===== config.mk =====
export PLATFORM = sky130hd
export DESIGN_NAME = reg_writeback_queue_flat
export DESIGN_NICKNAME = d
export VERILOG_FILES = /design/src/rtl/reg_writeback_queue_if.sv /design/src/rtl/reg_writeback_queue.sv /design/src/flat_wrapper.sv
export SDC_FILE = /design/constraint.sdc
export NUM_CORES = 1
export LEC_CHECK = 0
export CORE_AREA = 2 2 132 134
export DETAILED_ROUTE_END_ITERATION = 16
export DIE_AREA = 0 0 134 136
export DONT_BUFFER_PORTS = 1
export PLACE_DENSITY_LB_ADDON = 0.2
export SKIP_LAST_GASP = 1
export SYNTH_ARGS = -nofsm -noshare
export SYNTH_HDL_FRONTEND = slang
export SYNTH_SLANG_ARGS = --single-unit

===== constraint.sdc =====
create_clock -name iClk -period 2.6 [get_ports iClk]
set_clock_uncertainty 0.1 [all_clocks]
set_input_delay 0.39 -clock iClk [delete_from_list [all_inputs] [get_ports iClk]]
set_output_delay 0.39 -clock iClk [all_outputs]
set_load 0.1 [all_outputs]

===== src/rtl/reg_writeback_queue_if.sv =====
// Bundles the writeback request, regfile write port and hazard-check signals
// of reg_writeback_queue.
// Optional macro REG_WB_FORWARD_EN adds the forwarding data outputs.
interface reg_writeback_queue_if #(
  parameter int DEPTH = 4,
  parameter int AW    = 5,
  parameter int DW    = 32
);
  localparam int CW = $clog2(DEPTH) + 1;

  logic          iValid;
  logic          oReady;
  logic [AW-1:0] iAddr;
  logic [DW-1:0] iData;
  logic          iHold;
  logic          oWrite;
  logic [AW-1:0] oAddrC;
  logic [DW-1:0] oRegC;
  logic [AW-1:0] iChkAddrA;
  logic [AW-1:0] iChkAddrB;
  logic          oHazardA;
  logic          oHazardB;
  logic [CW-1:0] oCount;
`ifdef REG_WB_FORWARD_EN
  logic [DW-1:0] oFwdA;
  logic [DW-1:0] oFwdB;
  logic          oFwdValidA;
  logic          oFwdValidB;
`endif

  // Producer / decode / regfile side
  modport master (
    output iValid, iAddr, iData, iHold, iChkAddrA, iChkAddrB,
    input  oReady, oWrite, oAddrC, oRegC, oHazardA, oHazardB, oCount
`ifdef REG_WB_FORWARD_EN
    , input oFwdA, oFwdB, oFwdValidA, oFwdValidB
`endif
  );

  // Queue side
  modport slave (
    input  iValid, iAddr, iData, iHold, iChkAddrA, iChkAddrB,
    output oReady, oWrite, oAddrC, oRegC, oHazardA, oHazardB, oCount
`ifdef REG_WB_FORWARD_EN
    , output oFwdA, oFwdB, oFwdValidA, oFwdValidB
`endif
  );
endinterface


===== src/rtl/reg_writeback_queue.sv =====
// Writeback queue in front of the 32x32 register file: buffers (addr, data)
// results, drains one per cycle onto the regfile write port and reports which
// registers still have a write pending so decode can detect RAW hazards.
// Optional macro REG_WB_FORWARD_EN adds youngest-match forwarding outputs.
module reg_writeback_queue #(
  parameter int DEPTH = 4,
  parameter int AW    = 5,
  parameter int DW    = 32
) (
  input logic                 iClk,
  input logic                 nRst,
  reg_writeback_queue_if.slave bus
);
  localparam int PW = $clog2(DEPTH);
  localparam int CW = PW + 1;

  logic [AW-1:0]    ent_addr [DEPTH];
  logic [DW-1:0]    ent_data [DEPTH];
  logic [DEPTH-1:0] ent_vld;
  logic [PW-1:0]    wr_ptr;
  logic [PW-1:0]    rd_ptr;
  logic [CW-1:0]    count;

  logic empty;
  logic full;
  logic ready;
  logic write;
  logic push;
  logic pop;
  logic haz_a;
  logic haz_b;

  assign empty = (count == '0);
  assign full  = (count == CW'(DEPTH));

  // Ready looks only at stored state, so a pop never frees a slot for a push
  // in the same cycle; both outputs are forced low while reset is asserted.
  assign ready = nRst && !full;
  assign write = nRst && !empty && !bus.iHold;

  // Writes to r0 are consumed by the handshake but never stored.
  assign push = bus.iValid && ready && (bus.iAddr != '0);
  assign pop  = write;

  assign bus.oReady   = ready;
  assign bus.oWrite   = write;
  assign bus.oAddrC   = empty ? '0 : ent_addr[rd_ptr];
  assign bus.oRegC    = empty ? '0 : ent_data[rd_ptr];
  assign bus.oHazardA = haz_a;
  assign bus.oHazardB = haz_b;
  assign bus.oCount   = count;

  // Pointers, occupancy and entry valid bits; pointers wrap modulo DEPTH.
  always_ff @(posedge iClk) begin
    if (!nRst) begin
      wr_ptr  <= '0;
      rd_ptr  <= '0;
      count   <= '0;
      ent_vld <= '0;
    end else begin
      if (pop) begin
        rd_ptr          <= rd_ptr + PW'(1);
        ent_vld[rd_ptr] <= 1'b0;
      end
      if (push) begin
        wr_ptr          <= wr_ptr + PW'(1);
        ent_vld[wr_ptr] <= 1'b1;
      end
      if (push && !pop) begin
        count <= count + CW'(1);
      end else if (!push && pop) begin
        count <= count - CW'(1);
      end
    end
  end

  // Entry payload storage; only meaningful where the matching valid bit is set.
  always_ff @(posedge iClk) begin
    if (push) begin
      ent_addr[wr_ptr] <= bus.iAddr;
      ent_data[wr_ptr] <= bus.iData;
    end
  end

  // Pending-write match against every stored entry, head included.
  always_comb begin
    haz_a = 1'b0;
    haz_b = 1'b0;
    for (int i = 0; i < DEPTH; i++) begin
      if (ent_vld[i] && (ent_addr[i] == bus.iChkAddrA)) haz_a = 1'b1;
      if (ent_vld[i] && (ent_addr[i] == bus.iChkAddrB)) haz_b = 1'b1;
    end
    if (bus.iChkAddrA == '0) haz_a = 1'b0;
    if (bus.iChkAddrB == '0) haz_b = 1'b0;
  end

`ifdef REG_WB_FORWARD_EN
  logic [DW-1:0] fwd_a;
  logic [DW-1:0] fwd_b;

  // Walk entries oldest to youngest so the last match wins.
  always_comb begin
    fwd_a = '0;
    fwd_b = '0;
    for (int k = 0; k < DEPTH; k++) begin
      if (ent_vld[rd_ptr + PW'(k)] && (ent_addr[rd_ptr + PW'(k)] == bus.iChkAddrA))
        fwd_a = ent_data[rd_ptr + PW'(k)];
      if (ent_vld[rd_ptr + PW'(k)] && (ent_addr[rd_ptr + PW'(k)] == bus.iChkAddrB))
        fwd_b = ent_data[rd_ptr + PW'(k)];
    end
    if (bus.iChkAddrA == '0) fwd_a = '0;
    if (bus.iChkAddrB == '0) fwd_b = '0;
  end

  assign bus.oFwdA      = fwd_a;
  assign bus.oFwdB      = fwd_b;
  assign bus.oFwdValidA = haz_a;
  assign bus.oFwdValidB = haz_b;
`endif

endmodule

===== src/flat_wrapper.sv =====
// flat-port wrapper written by rule: the top's interface ports become plain ports
module reg_writeback_queue_flat 
#(
  parameter int DEPTH = 4,
  parameter int AW    = 5,
  parameter int DW    = 32
)
  (iClk, nRst, bus_iValid, bus_iAddr, bus_iData, bus_iHold, bus_iChkAddrA, bus_iChkAddrB, bus_oReady, bus_oWrite, bus_oAddrC, bus_oRegC, bus_oHazardA, bus_oHazardB, bus_oCount);
  reg_writeback_queue_if #(.DEPTH(DEPTH), .AW(AW), .DW(DW)) bus_i ();
  input logic iClk;
  input logic nRst;
  input wire logic [$bits(bus_i.iValid)-1:0] bus_iValid;
  input wire logic [$bits(bus_i.iAddr)-1:0] bus_iAddr;
  input wire logic [$bits(bus_i.iData)-1:0] bus_iData;
  input wire logic [$bits(bus_i.iHold)-1:0] bus_iHold;
  input wire logic [$bits(bus_i.iChkAddrA)-1:0] bus_iChkAddrA;
  input wire logic [$bits(bus_i.iChkAddrB)-1:0] bus_iChkAddrB;
  output wire logic [$bits(bus_i.oReady)-1:0] bus_oReady;
  output wire logic [$bits(bus_i.oWrite)-1:0] bus_oWrite;
  output wire logic [$bits(bus_i.oAddrC)-1:0] bus_oAddrC;
  output wire logic [$bits(bus_i.oRegC)-1:0] bus_oRegC;
  output wire logic [$bits(bus_i.oHazardA)-1:0] bus_oHazardA;
  output wire logic [$bits(bus_i.oHazardB)-1:0] bus_oHazardB;
  output wire logic [$bits(bus_i.oCount)-1:0] bus_oCount;
  assign bus_i.iValid = bus_iValid;
  assign bus_i.iAddr = bus_iAddr;
  assign bus_i.iData = bus_iData;
  assign bus_i.iHold = bus_iHold;
  assign bus_i.iChkAddrA = bus_iChkAddrA;
  assign bus_i.iChkAddrB = bus_iChkAddrB;
  assign bus_oReady = bus_i.oReady;
  assign bus_oWrite = bus_i.oWrite;
  assign bus_oAddrC = bus_i.oAddrC;
  assign bus_oRegC = bus_i.oRegC;
  assign bus_oHazardA = bus_i.oHazardA;
  assign bus_oHazardB = bus_i.oHazardB;
  assign bus_oCount = bus_i.oCount;
  reg_writeback_queue #(.DEPTH(DEPTH), .AW(AW), .DW(DW)) u_core (.iClk(iClk), .nRst(nRst), .bus(bus_i));
endmodule

# Word-level counts from Yosys, hierarchy flattened
# Memories as Yosys holds them, arrays and structs flattened. A register that Yosys moved wholly into a read port is not among the register bits.
# Index checks and enable logic that the tools add are counted.
word_totals:
  memories: 2
  inputBits: 51
  elab_cells: 80
  register_bits: 11
  ramBits: 148
classes:
  muxes: 27
  order_cmp: 4
  n_reduce_logical: 27
  eq_ne: 9
  n_addsub: 4
  n_bitwise: 3
memory_table:
  columns: ["memory", "depth", "word_bits", "rd", "rd_clocked_by_memory_dff", "wr", "line", "rtl"]
  rows:
  - ["u_core.ent_data", 4, 32, 1, 1, 1, "reg_writeback_queue.sv:18", "logic [DW-1:0] ent_data [DEPTH];"]
  - ["u_core.ent_addr", 4, 5, 5, 1, 1, "reg_writeback_queue.sv:17", "logic [AW-1:0] ent_addr [DEPTH];"]
op_table:
  columns: ["operator", "n"]
  rows:
  - ["equality test 5 bit", 8]
  - ["2-to-1 mux 32 bit", 1]
  - ["logical AND 1 bit", 17]
  - ["2-to-1 mux 1 bit", 14]
  - ["2-to-1 mux 4 bit", 3]
  - ["logical NOT 5 bit", 2]
  - ["2-to-1 mux 2 bit", 4]
  - ["< comparator 2 x 3 -> 1 bit, second input constant", 2]
  - ["2-to-1 mux 3 bit", 2]
  - ["logical NOT 1 bit", 5]
  - ["2-to-1 mux 5 bit", 1]
  - ["nonzero test 5 bit", 1]
  - ["adder 2 x 1 -> 2 bit, second input constant", 2]
  - ["AND 4 bit", 1]
  - ["demux 1 bit (select 2 bit)", 2]
  - [">= comparator 2 x 1 -> 1 bit, second input constant", 2]
  - ["inverter 4 bit", 1]
  - ["bitwise OR 4 bit", 1]
  - ["adder 3 x 1 -> 3 bit, second input constant", 1]
  - ["equality test 3 bit, second input constant", 1]
  - ["logical NOT 3 bit", 1]
  - ["subtractor 3 x 1 -> 3 bit, second input constant", 1]
  - ["nonzero test 2 bit", 1]

# Depth between registers and ports, before layout
# Gate-level depths: netlist of run 1.
logic_depth:
  word_depth: 10
  ltp_mapped: 10

# Worst setup path after synthesis of run 1
# Ideal clock, no wire load.
synth_timing:
  path_type: "reg-to-reg"
  from: "reg u_core.count[0], in the netlist u_core.bus.oCount[0]"
  to: "reg u_core.count[2], in the netlist u_core.bus.oCount[2]"
  stages_incl_launch_ff: 10
  synth_period_minus_slack_ps: 5326
  arrival_time_ps: 5151
  setup_slack_ps: -2726
  cell_sequence: "dfxtp_1 nor2_1 a21boi_0 o211a_4 ha_1 inv_1 fa_1 xor2_1 or3_1 a21boi_0"
synth_between:
  elab_chain_cells: 8
  word_cells_on_any_way: 18
synth_rtl:
  columns: ["item", "line", "rtl"]
  rows:
  - ["from (decl)", "reg_writeback_queue.sv:22", "logic [CW-1:0] count;"]
  - ["from (signal assigned)", "reg_writeback_queue.sv:70", "count <= count + CW'(1);"]
  - ["from (signal assigned)", "reg_writeback_queue.sv:72", "count <= count - CW'(1);"]
  - ["equality test 3 bit *", "reg_writeback_queue.sv:34", "assign full = (count == CW'(DEPTH));"]
  - ["logical NOT 1 bit *", "reg_writeback_queue.sv:38", "assign ready = nRst && !full;"]
  - ["logical AND 1 bit *", "reg_writeback_queue.sv:38", null]
  - ["named net bus_oReady", "flat_wrapper.sv:18", "output wire logic [$bits(bus_i.oReady)-1:0] bus_oReady;"]
  - ["logical AND 1 bit * (2 in series)", "reg_writeback_queue.sv:42", "assign push = bus.iValid && ready && (bus.iAddr != '0);"]
  - ["named net u_core.push", "reg_writeback_queue.sv:28", "logic push;"]
  - ["logical NOT 1 bit", "reg_writeback_queue.sv:71", "end else if (!push && pop) begin"]
  - ["logical AND 1 bit", "reg_writeback_queue.sv:71", null]
  - ["nonzero test 2 bit (no line)", null, null]
# The timed path passes the listed nets; every way through them passes the cells marked *. The select of a mux whose other input is x is not followed.
# A chain may end at the register's enable or synchronous reset.

==> results of run 1 <==
==> per-stage QoR <==
| stage | total power [W] | worst slack, ns | std cells |
|---|---|---|---|
| 2_1_floorplan | 0.00718 | -0.196 | 374 |
| 3_3_place_gp | 0.00854 | 0.346 | 615 |
| 3_5_place_dp | 0.00857 | 0.289 | 615 |
| 4_1_cts | 0.0109 | 0.000707 | 684 |
| 5_1_grt | 0.0111 | -0.0149 | 685 |
| 6_report | 0.0108 | 0.101 | 685 |
==> registers in the layout, indices dropped and copies added, names as in the netlist, named ones only <==
| name | cells |
|---|---|
| u_core.ent_data | 128 |
| u_core.rd_ptr | 2 |
| u_core.wr_ptr | 2 |
| u_core.ent_vld | 4 |
| u_core.ent_addr | 20 |
| u_core.bus.oCount | 3 |
==> layer usage <==
metal	vias to the layer above	track usage, %	wire length (um)
li1	1583	-	-
met1	1747	20.4	5840
met2	93	27.3	7050
met3	13	4.92	736
met4	0	5.14	168
met5	-	0	0
==> cell families after synthesis <==
family                   after synthesis  synth area share (%)
buffers and inverters                 29                  1.74
AND/OR/NAND/NOR                       75                  6.83
AO/OA/AOI/OAI                         17                  1.92
adder cells (fa/ha/maj)               10                  1.96
multiplexers                          38                  12.4
XOR/XNOR                              44                  5.69
flip-flops                           161                  69.4
==> layout by cell type, fill, tap and decap left out, types with 4 or more instances in the layout <==
master	count
dfxtp_1	8
a21boi_0	5
buf_12	25
and2_1	4
and2_4	5
nand3_1	8
ha_1	8
inv_1	5
buf_4	13
xnor2_1	11
nor4_2	4
nor2b_2	17
xor2_1	33
clkbuf_16	17
dlygate4sd3_1	38
nor4_1	4
nor2b_4	20
o21a_1	6
mux4_2	37
clkinv_2	5
edfxtp_1	148
==> Yosys cell counts (all sizes together) <==
cell	n	area, um^2
a21boi	7	52.6
and2	9	66.3
buf	9	42.5
clkbuf	14	52.6
dfxtp	13	260
edfxtp	148	4440
fa	1	20.0
ha	9	113
inv	6	22.5
mux2i	1	10.0
mux4	37	833
nand2	3	11.3
nand3	8	40.0
nand4	2	12.5
nor2	2	7.51
nor2b	38	238
nor3	1	5.00
nor4	8	50.1
o211a	1	17.5
o21a	6	45.0
o21ai	3	15.0
or3	1	6.26
or4	3	26.3
xnor2	11	96.3
xor2	33	289
==> power breakdown <==
part	leakage [nW]	switching, W	internal [W]	total, W
logic	1.20	0.00367	0.00174	0.00541
clock network	0.257	0.000948	0.00130	0.00225
registers	1.45	0.0000978	0.00301	0.00311
total	2.91	0.00471	0.00605	0.0108
==> critical path: cells and delay by family, from the launching register on <==
family | cells | cell delay [ns]
flops | 1 | 0.35
simple gates | 1 | 0.16
mux | 1 | 0.56
buf+inv | 2 | 0.51
==> timing repair <==
action | in CTS | in global routing
endpoints found under the hold margin | 158 | 0
hold buffers | 38 | 0
buffers inserted | 0 | 0
resized for setup | 0 | 8
endpoints found under the setup margin | 0 | 2
==> cell type report <==
| type | instances | area, um^2 |
|---|---|---|
| sequential | 161 | 4720 |
| antenna | 1 | 2.50 |
| clock inverter | 11 | 91.3 |
| timing repair buffer | 77 | 990 |
| inverter | 6 | 22.5 |
| tap | 225 | 282 |
| clock buffer | 20 | 437 |
| multi-input combinational | 184 | 2210 |
| fill | 1379 | 8120 |
==> path summary, 6_finish.rpt <==
path,start,depth (start not counted),endpoint
setup / recovery,register,4,bus_oAddrC[4]
setup reg to reg,u_core.bus.oCount[0]$_SDFFE_PN0P_,10,u_core.bus.oCount[2]$_SDFFE_PN0P_
hold / removal,nRst,2,u_core.wr_ptr[1]$_SDFFE_PN0P_
hold reg to reg,u_core.wr_ptr[1]$_SDFFE_PN0P_,2,u_core.wr_ptr[1]$_SDFFE_PN0P_
==> flow_summary.yaml, run 1 <==
drt:
  first_pass_iters: 4
  route.detailed.drc: 0
  drt_iter0_drc: 136
  routed_wl_um: 13800
  routedWlPerCell_um: 20.1
  vias: 3436
  antenna_left: 0
  via_per_inst: 5.02
power:
  power_density_mw_per_mm2: 1230
  p_leak_nw: 2.91
  ir_drop_mv: 1.07
flow_run:
  drv_cap: 0
sta:
  slew_viol_final: 0
  finalCritPeriodShare_pct: 96.1
  max_freq_ghz: 0.400
  slew-limit-headroom_pct: 57.9
  worst_pin_slew_ns: 0.632
  hold_slack_ns: 0.0222
  period_needed_ns: 2.50
  finalSetupTns_ns: 0
  setup_viol: 0
  hold_viol_final: 0
cells_and_area:
  utilization_pct: 51.9
  nets: 508
  area_delta_synth_final_pct: 29.2
  drive_gt1_share_pct: 35.3
  finish.instance_area_mm2: 0.00876
synthesis:
  syn_area_mm2: 0.00678
  syn_inst: 374
  avgSynthCellArea_um2: 18.1
  synth-seq-cells: 161
  yosys.cell_types.count: 29
  synth-seq-area-share_pct: 69.4
  synth_nets: 435
  yosys_warnings: 0
worst_setup_path:
  required_ns: 2.11
  critPathCaptureType: "output pin"
  start_kind: "register"
  crit_slowest_cell: "mux4_2"
  crit_chain: "buf_12 > mux4_2 > nor2b_2 > buf_4"
  cp.arrival_ns: 2.01
  regToRegSetupSlack_ns: 0.34
  cp_max_fo: 29
  critPathMaxStageDelay_ns: 0.56
  critPathKind: "reg -> out"
floorplan:
  dieArea_mm2: 0.0182
  ios: 95
  initial_utilization_pct: 40.2
  fp-row-count: 48
  die_x_um: 134
  dieHeight_um: 136
  core-area_mm2: 0.0169
place:
  dp_hpwl_um: 8150
  place.gp.congestion: 0.832
  numPortBuffers: 0
  post_dp_cell_area_mm2: 0.00780
clock_network:
  root_buffer: "clkbuf_16"
  numCtsBuffers: 17
  cts_tree: "yes"
  clockBufferDepth: 2
  clock_latency_ns: 0.42
  cts.htree.levels: 4
  clk_pin_slew_worst_paths_ns: 0.06
  cts.sinks: 161
global_route:
  grt_first_pass_wirelength_um: 21900
  grt_pass1_vias: 3882
  grt_overflow: 0
  antenna_found_initial: 1
  grt_max_degree: 39
  track_usage_pct: 16.3
worst_hold_path:
  min_path_type: "in -> reg"
run_status:
  outcome: "complete, no violations"
No activity file was read; power rests on OpenSTA's default activity.
==> run 2: changes to the inputs <==
--- a/config.mk
+++ b/config.mk
@@ -5,11 +5,11 @@
 export SDC_FILE = /design/constraint.sdc
 export NUM_CORES = 1
 export LEC_CHECK = 0
-export CORE_AREA = 2 2 132 134
+export CORE_AREA = 5 5 135 137
 export DETAILED_ROUTE_END_ITERATION = 16
-export DIE_AREA = 0 0 134 136
+export DIE_AREA = 0 0 140 142
 export DONT_BUFFER_PORTS = 1
-export PLACE_DENSITY_LB_ADDON = 0.2
+export PLACE_DENSITY = 0.63
 export SKIP_LAST_GASP = 1
 export SYNTH_ARGS = -nofsm -noshare
 export SYNTH_HDL_FRONTEND = slang
==> run 2 against run 1 <==
Setup slack got worse by 0.020 ns. Via count rose by 1.9%. Flip-flop and latch count did not move. Clock-buffer cell count fell by 1. Final area rose by 1.1%. Hold slack improved by 0.0066 ns. Final cell count rose by 1.6%. Clock power rose by 8.9%. Largest power group unchanged. Sequential power barely moved. First-iteration DRC count rose by 3.7%. Combinational power rose by 1%. Global-route usage fell by 1.9 points.
==> flow_summary.yaml, run 2 (same netlist as run 1, synthesis figures left out) <==
run_status:
  outcome: "complete, no violations"
cells_and_area:
  diodes: 0
  largest_register_ffs: 128
  final_cell_mix: "148 x edfxtp_1, 38 x dlygate4sd3_1, 37 x mux4_2"
  regArea_mm2: 0.00472
  final_common_cell: "edfxtp_1"
  nets: 519
  final_cells: 696
  nFillCells: 1385
  multi_input_area_mm2: 0.00219
  regMostFlops: "u_core.ent_data"
  area_delta_synth_final_pct: 30.6
  drive_gt1_share_pct: 36.1
  reg.largest.list: "u_core.ent_data x128, u_core.ent_addr x20, u_core.ent_vld x4"
sta:
  hold_slack_ns: 0.0288
  slew_viol_final: 0
  period_needed_ns: 2.52
  worst_pin_slew_ns: 0.629
  finalCritPeriodShare_pct: 96.9
  rsz0062_at_grt: "false"
  worst_slack_ns: 0.0808
  max_freq_ghz: 0.397
  hold_viol_final: 0
  setup_viol: 0
  slew-limit-headroom_pct: 58.0
  finalSetupTns_ns: 0
place:
  numPortBuffers: 0
  dp_slack_ns: 0.189
  dp_hpwl_um: 8790
  dp_cells: 626
  place.gp.congestion: 0.851
global_route:
  antenna_found_initial: 0
  grt_max_degree: 39
  grt_first_pass_wirelength_um: 21700
  grt_overflow: 0
  grt_pass1_vias: 3892
  track_usage_pct: 14.4
power:
  power.share.sequential_pct: 28.2
  p_sw_w: 0.00472
  totalPowerFinal_w: 0.0111
  intPower_w: 0.00633
  ir_drop_mv: 1.13
  power_density_mw_per_mm2: 1250
  switching_share_pct: 42.7
  p_leak_nw: 2.98
  p_comb_share_pct: 49.6
  clkPwrFrac_pct: 22.2
clock_network:
  cts.sinks: 161
  clock_latency_ns: 0.41
  cts_tree: "yes"
  cts.htree.levels: 4
  clockBufferDepth: 2
  numCtsBuffers: 17
  root_buffer: "clkbuf_16"
  clk_pin_slew_worst_paths_ns: 0.06
  cts_setup_buffers: 0
worst_setup_path:
  critPathKind: "reg -> out"
  worstReg2RegStart: "u_core.bus.oCount[0]$_SDFFE_PN0P_"
  cp.arrival_ns: 2.03
  required_ns: 2.11
  r2r-end: "u_core.bus.oCount[2]$_SDFFE_PN0P_"
  cp_max_fo: 3
  rr_worst_depth: 10
  critPathCaptureType: "output pin"
  start_kind: "register"
  regToRegSetupSlack_ns: 0.17
drt:
  first_pass_iters: 4
  antenna_left: 0
  via_per_inst: 5.03
  routedWlPerCell_um: 19.9
  drt_iter0_drc: 141
  vias: 3500
  route.detailed.drc: 0
  routed_wl_um: 13800
worst_hold_path:
  hold_depth: 1
  min_path_type: "in -> reg"
  worstHoldStart: "nRst"
floorplan:
  dieArea_mm2: 0.0199
  core-area_mm2: 0.0169
  dieHeight_um: 142
  ios: 95
  die_x_um: 140
  initial_utilization_pct: 40.0
  fp-row-count: 48
flow_run:
  drv_cap: 0
-- run 2: changes by cell type in the layout (fill, tap and decap cells not counted), sizes merged --
cell,previous run,this run
clkbuf,20,19
clkinv,7,5
bufinv,1,3
diode,1,0
buf,39,50
inv,7,8
clkinvlp,2,3
-- run 2: layout make-up --
type	instances	share of cell area, %
Sequential cell	161	53.3
Multi-Input combinational cell	184	24.8
Timing Repair Buffer	88	11.7
Clock buffer	19	4.89
Tap cell	225	3.18
Clock inverter	13	1.80
Inverter	6	0.254
-- run 2: worst max-delay path: stages, from the launching register on --
cell and delay [ns]:
edfxtp_1 0.46, xor2_1 0.19, nor4_1 0.34, nand3_1 0.11
nand4_1 0.13, o21a_1 0.16, buf_6 0.22
-- run 2: what timing repair did --
action                                  CTS  global route
endpoints found under the setup margin    1             3
hold buffers                             38             0
endpoints found under the hold margin   155             0
resized for setup                         1             3
-- run 2: how the worst max path moves through the flow --
stage,from,end,slack [ns],depth (start not counted)
6_report,u_core.ent_addr[0][0]$_DFFE_PP_,bus_oHazardB,0.08,6
5_1_grt,u_core.ent_addr[3][2]$_DFFE_PP_,bus_oHazardB,0.004,6
4_1_cts,register,bus_oAddrC[4],0.02,4
3_5_place_dp,u_core.bus.oCount[0]$_SDFFE_PN0P_,u_core.bus.oCount[2]$_SDFFE_PN0P_,0.19,10
3_3_place_gp,u_core.bus.oCount[0]$_SDFFE_PN0P_,u_core.bus.oCount[2]$_SDFFE_PN0P_,0.29,10
2_1_floorplan,u_core.bus.oCount[1]$_SDFFE_PN0P_,u_core.bus.oCount[2]$_SDFFE_PN0P_,-0.20,9
-- run 2: power by group through the flow --
stage	registers, W	clock network [W]	logic (W)
5_1_grt	0.00314	0.00263	0.00568
6_report	0.00312	0.00245	0.00548
3_3_place_gp	0.00316	0	0.00546
3_5_place_dp	0.00318	0	0.00547
2_1_floorplan	0.00325	0	0.00393
4_1_cts	0.00312	0.00250	0.00555
-- run 2: stage by stage --
stage                     util (%)  instance area [um^2]
after floorplan                  -                  7020
after detailed placement      46.4                  7860
final                         52.3                  8850
after global routing          52.3                  8850
after global placement        46.4                  7860
after CTS                     52.2                  8840
-- run 2: metal layers --
| layer | routed length (um) | vias up | track usage (%) |
|---|---|---|---|
| met2 | 7280 | 85 | 25.4 |
| li1 | - | 1603 | - |
| met3 | 673 | 12 | 4.50 |
| met4 | 166 | 0 | 4.69 |
| met5 | 0 | - | 0 |
| met1 | 5720 | 1800 | 16.9 |
